### src/rtl/flush_ctrl.sv
// Pipeline redirect/flush controller: turns resolved EX-stage branch, jump and exception
// information into PC redirects, pipeline flush lines, debug pulses and event counters.
module flush_ctrl #(
   parameter int unsigned          PC_WIDTH     = 32,
   parameter int unsigned          FLUSH_CYCLES = 2,
   parameter int unsigned          CNT_WIDTH    = 16,
   parameter logic [PC_WIDTH-1:0]  EXC_VECTOR   = 32'h0000_0010
) (
   input  logic                 clk,
   input  logic                 reset,
   input  logic                 ex_valid,
   input  logic                 ex_is_branch,
   input  logic                 ex_is_jump,
   input  logic                 ex_taken,
   input  logic [PC_WIDTH-1:0]  ex_target,
   input  logic                 exc_req,
   input  logic                 exc_clear,
   output logic                 pc_redirect,
   output logic [PC_WIDTH-1:0]  pc_target,
   output logic                 flush_if_id,
   output logic                 flush_id_ex,
   output logic                 debug_is_bj,
   output logic                 debug_flush,
   output logic                 debug_exception,
   output logic [CNT_WIDTH-1:0] branch_count,
   output logic [CNT_WIDTH-1:0] flush_count
);

   localparam int unsigned          RemWidth = (FLUSH_CYCLES > 1) ? $clog2(FLUSH_CYCLES) : 1;
   localparam logic [RemWidth-1:0]  RemInit  = RemWidth'(FLUSH_CYCLES - 1);
   localparam logic [CNT_WIDTH-1:0] CntMax   = '1;

   typedef enum logic [1:0] {StIdle, StFlush, StExc} state_e;

   state_e                state_q, state_d;
   logic [RemWidth-1:0]   rem_q, rem_d;
   logic                  redirect_q, redirect_d;
   logic [PC_WIDTH-1:0]   target_q, target_d;
   logic                  flush_q, flush_d;
   logic                  is_bj_q, is_bj_d;
   logic                  exc_q, exc_d;
   logic [CNT_WIDTH-1:0]  bcount_q, bcount_d;
   logic [CNT_WIDTH-1:0]  fcount_q, fcount_d;
   logic                  bcount_inc, fcount_inc;
   logic                  bj_evt, take;

   assign bj_evt = ex_valid & (ex_is_jump | ex_is_branch);
   assign take   = ex_valid & (ex_is_jump | (ex_is_branch & ex_taken));

   always_comb begin
      state_d    = state_q;
      rem_d      = rem_q;
      redirect_d = 1'b0;
      target_d   = target_q;
      flush_d    = flush_q;
      is_bj_d    = 1'b0;
      exc_d      = exc_q;
      bcount_inc = 1'b0;
      fcount_inc = 1'b0;

      // An exception outranks any branch/jump, including one squashed mid-flush.
      if (state_q != StExc && exc_req) begin
         state_d    = StExc;
         redirect_d = 1'b1;
         target_d   = EXC_VECTOR;
         flush_d    = 1'b1;
         exc_d      = 1'b1;
         fcount_inc = 1'b1;
      end else begin
         unique case (state_q)
            StIdle: begin
               flush_d = 1'b0;
               exc_d   = 1'b0;
               if (take) begin
                  state_d    = StFlush;
                  redirect_d = 1'b1;
                  target_d   = ex_target;
                  flush_d    = 1'b1;
                  rem_d      = RemInit;
                  is_bj_d    = 1'b1;
                  bcount_inc = 1'b1;
                  fcount_inc = 1'b1;
               end else if (bj_evt) begin
                  is_bj_d    = 1'b1;
                  bcount_inc = 1'b1;
               end
            end
            StFlush: begin
               if (rem_q == '0) begin
                  state_d = StIdle;
                  flush_d = 1'b0;
               end else begin
                  rem_d   = rem_q - RemWidth'(1);
                  flush_d = 1'b1;
               end
            end
            StExc: begin
               flush_d = 1'b1;
               exc_d   = 1'b1;
               if (exc_clear) begin
                  state_d = StIdle;
                  flush_d = 1'b0;
                  exc_d   = 1'b0;
               end
            end
            default: begin
               state_d = StIdle;
               flush_d = 1'b0;
               exc_d   = 1'b0;
            end
         endcase
      end

      bcount_d = (bcount_inc && bcount_q != CntMax) ? bcount_q + CNT_WIDTH'(1) : bcount_q;
      fcount_d = (fcount_inc && fcount_q != CntMax) ? fcount_q + CNT_WIDTH'(1) : fcount_q;
   end

   always_ff @(posedge clk or posedge reset) begin
      if (reset) begin
         state_q    <= StIdle;
         rem_q      <= '0;
         redirect_q <= 1'b0;
         target_q   <= '0;
         flush_q    <= 1'b0;
         is_bj_q    <= 1'b0;
         exc_q      <= 1'b0;
         bcount_q   <= '0;
         fcount_q   <= '0;
      end else begin
         state_q    <= state_d;
         rem_q      <= rem_d;
         redirect_q <= redirect_d;
         target_q   <= target_d;
         flush_q    <= flush_d;
         is_bj_q    <= is_bj_d;
         exc_q      <= exc_d;
         bcount_q   <= bcount_d;
         fcount_q   <= fcount_d;
      end
   end

   assign pc_redirect     = redirect_q;
   assign pc_target       = target_q;
   assign flush_if_id     = flush_q;
   assign flush_id_ex     = flush_q;
   assign debug_flush     = flush_q;
   assign debug_is_bj     = is_bj_q;
   assign debug_exception = exc_q;
   assign branch_count    = bcount_q;
   assign flush_count     = fcount_q;

endmodule

### config.mk
export PLATFORM = sky130hd
export DESIGN_NAME = flush_ctrl
export DESIGN_NICKNAME = d
export VERILOG_FILES = /design/src/rtl/flush_ctrl.sv
export SDC_FILE = /design/constraint.sdc
export NUM_CORES = 1
export LEC_CHECK = 0
export CAP_MARGIN = 20
export CORE_UTILIZATION = 45
export DETAILED_ROUTE_END_ITERATION = 7
export HOLD_SLACK_MARGIN = 0.02
export PLACE_DENSITY = 0.89
export RECOVER_POWER = 25
export SLEW_MARGIN = 10
export SYNTH_ARGS = -nofsm -noshare
export SYNTH_HDL_FRONTEND = slang
export SYNTH_SLANG_ARGS = --single-unit
### constraint.sdc
create_clock -name clk -period 5.4 [get_ports clk]
set_input_delay 0.81 -clock clk [delete_from_list [all_inputs] [get_ports clk]]
set_output_delay 0.81 -clock clk [all_outputs]
set_load 0.02 [all_outputs]
==> implementation parameters <==
Parameter                              Value

Timing
  Count of endpoints failing setup in the final report ... 0
  Worst Hold Slack ... 0.501 ns
  Slew @ Worst Pin ... 1.74 ns
  RSZ-0062 raised after global routing ... false
  Total negative slack ... 0 ns
  Final cycle utilization of the critical path ... 54.3%
  Maximum clock skew at final layout ... 0.0115 ns
  Final min period ... 2.93 ns
  Max-slew violations ... 72
  Max Fclk ... 0.341 GHz
  Tightest slew margin relative to the limit ... -16.3%
  Post-layout worst setup margin ... 2.47 ns
  Final hold violation count ... 0

Yosys
  Number of distinct standard cells referenced by the synthesized netlist ... 48
  Cell area after technology mapping ... 0.00330 mm²
  Most used flip-flop cell after synthesis ... dfrtp_1
  Count of state elements after synthesis ... 71
  Syn Nets ... 367
  Async S/R FF share, synth ... 100%
  Count of warnings emitted by yosys ... 0
  Gate Count Post-Synth ... 325
  Sequential-to-total area share from yosys stat ... 53.8%
  Number of synthesized flops with an enable pin ... 0
  Average instance area after synthesis ... 10.2 µm²

Routing
  Final routed DRC violation total ... 0
  Number of detailed-routing iterations run before antenna repair ... 4
  Routed Antenna Nets ... 0
  Routed wire length ... 7910 µm
  Detailed-route wire length per cell ... 14.8 µm
  Via total after detailed routing ... 2809
  DR vias/cell ... 5.26
  Number of design-rule violations left by the first detailed-router iteration ... 159

Clock network
  Latest clock arrival within the worst-skew pair ... 0.34 ns
  Buffer type at the clock tree root ... clkbuf_8
  Post-CTS setup buffer count ... 0
  CTS Sinks ... 71
  Clock transition at the register clock pins on the worst setup and hold paths after CTS ... 0.08 ns
  Post-cts sizing count ... 0
  Worst-case clock buffer depth ... 2
  Number of levels the H-tree was split into ... 3
  CTS Buf Count ... 9
  Post-cts hold buffer count ... 0
  TritonCTS clock tree ... done

Floorplan
  Core region area ... 0.00694 mm²
  Row count ... 30
  Total die area ... 0.00769 mm²
  Height of the die ... 87.7 µm
  I/O pin cnt ... 110
  Die width ... 87.7 µm
  Starting density of the core ... 47.6%

Final layout
  Commonest cells after routing, fill and taps aside ... 107 x clkdlybuf4s50_1, 79 x nand2_1, 71 x dfrtp_1, 34 x a21oi_1, 17 x xor2_1
  Filler Cell Count ... 533
  Diodes inserted ... 0
  Net count, final ... 475
  Layout overhead on the synthesized area ... 42.8%
  Most common cell after layout, fill and taps aside ... clkdlybuf4s50_1
  Fraction of layout instances using a drive strength above 1 ... 8.45%

Place
  Pre-CTS setup slack ... 2.11 ns
  Routability congestion estimate ... 0.865
  Post-detailed-placement half-perimeter wirelength ... 5600 µm
  Buffers added on ports ... 109

Hold path
  Hold Crit Endpoint ... branch_count[7]$_DFFE_PP0P_
  Number of cells on the worst hold path ... 1
  Worst min-delay path class ... reg2reg
  Startpoint of the tightest hold check path ... branch_count[7]$_DFFE_PP0P_

Power
  Portion of total power attributed to sequential cells ... 40.3%
  Clock share of power ... 28.3%
  Pwr Density ... 385 mW/mm²
  Net Switching ... 0.597 mW
  Switching share of power ... 32.9%
  VDD IR max ... 0.285 mV
  Internal power consumption ... 1.22 mW
  Leak Pwr ... 1.95 nW
  Combinational share of power ... 31.4%

Global routing
  Gr ovfl total ... 0
  Number of antenna violations at the first check in global routing ... 0
  Global-route wire length before repair ... 12300 µm
  All-layer global routing usage ... 20.9%
  Maximum number of pins on one net before global-route repair ... 72
  Number of global-route vias before repair ... 2579

Critical path
  Reg-to-Reg Start ... state_q[0]$_DFFE_PP0P_
  Required time of the critical path ... 5.63 ns
  Worst Setup Start Kind ... input pin
  Reg2reg setup slack ... 3.08 ns
  Arrival time reported for the critical path endpoint ... 3.16 ns
  Reg2Reg Depth ... 5
  Worst setup path class ... in2reg
  Reg-to-reg critical path endpoint ... flush_count[15]$_DFFE_PP0P_
  Element type at the critical path end ... flop
  Worst-path maximum fanout ... 12

Outcome
  Status ... complete, but fails checks
  Violations in the final reports ... max-capacitance violations, max-slew violations

Flow run
  Number of maximum-capacitance violations ... 1
==> layout make-up <==
| cell class | count | area, µm² | share of cell area [%] |
|---|---|---|---|
| Sequential cell | 71 | 1780 | 37.6 |
| Multi-Input combinational cell | 234 | 1420 | 30.1 |
| Timing Repair Buffer | 113 | 1140 | 24.2 |
| Clock buffer | 11 | 141 | 3.00 |
| Tap cell | 96 | 120 | 2.55 |
| Clock inverter | 5 | 105 | 2.23 |
| Inverter | 4 | 15.0 | 0.318 |
==> metal layers <==
layer,up-vias,global-route usage (%),share of wire (%)
li1,1348,-,-
met1,1363,27.3,43
met2,90,33.2,49
met3,8,5.37,6.4
met4,0,8.49,0.97
met5,-,0,0
==> cell families after synthesis <==
family                     share of synthesized area (%)
adders and majority gates                          0.757
AOI/OAI and AO/OA                                   10.1
DFF                                                 53.8
xor gates and xnor gates                            6.63
and+or+nand+nor                                     24.4
buffers and inverters                               3.33
muxes                                               1.02
==> state kept, by name, summed over array words and instances, names as in the netlist <==
register         flops
state_q              2
pc_redirect          1
debug_flush          1
debug_is_bj          1
pc_target           32
branch_count        16
rem_q                1
flush_count         16
debug_exception      1
==> worst max path at each step <==
| stage | endpoint | slack (ns) | cells after the start | startpoint |
|---|---|---|---|---|
| after floorplan | branch_count[0]$_DFFE_PP0P_ | 2.79 | 1 | reset |
| after global placement | flush_count[15]$_DFFE_PP0P_ | 2.18 | 6 | ex_is_branch |
| after detailed placement | flush_count[15]$_DFFE_PP0P_ | 2.11 | 6 | ex_is_branch |
| after CTS | flush_count[15]$_DFFE_PP0P_ | 2.50 | 6 | ex_is_branch |
| after global routing | flush_count[15]$_DFFE_PP0P_ | 2.32 | 6 | ex_is_branch |
| final | flush_count[15]$_DFFE_PP0P_ | 2.47 | 6 | ex_taken |
==> power groups by stage <==
stage	Clock [mW]	Sequential (mW)	Combinational [mW]
2_1_floorplan	0	0.838	0.193
5_1_grt	0.551	0.750	0.612
3_3_place_gp	0	0.733	0.553
6_report	0.514	0.732	0.569
4_1_cts	0.524	0.731	0.570
3_5_place_dp	0	0.739	0.567
==> synthesized netlist by cell type (all sizes together), types with 4 or more instances <==
cell    count  area [µm²]
a21oi      35         179
a31oi       4        25.0
and3        4        25.0
and4        6        52.6
buf         9        68.8
clkbuf      7        26.3
dfrtp      71        1780
nand2      79         297
nand3      15        75.1
nand4      11        75.1
nor2        8        30.0
nor3        9        45.0
nor4        6         104
xnor2       8        70.1
xor2       17         149
==> per-stage QoR <==
step	utilization [%]	power, mW	area (µm²)	instances
after floorplan	-	1.03	3300	325
after global placement	63.8	1.29	4430	515
after detailed placement	64.0	1.31	4450	516
after CTS	67.6	1.82	4690	532
after global routing	68.0	1.91	4720	534
final	68.0	1.82	4720	534
==> critical path: stages <==
cell	delay [ns]
clkdlybuf4s50_1	0.46
a21oi_1	0.32
a2bb2oi_2	0.63
clkinv_1	0.41
nand4_1	0.18
mux2_2	0.34
(Power assumes the default switching activity.)
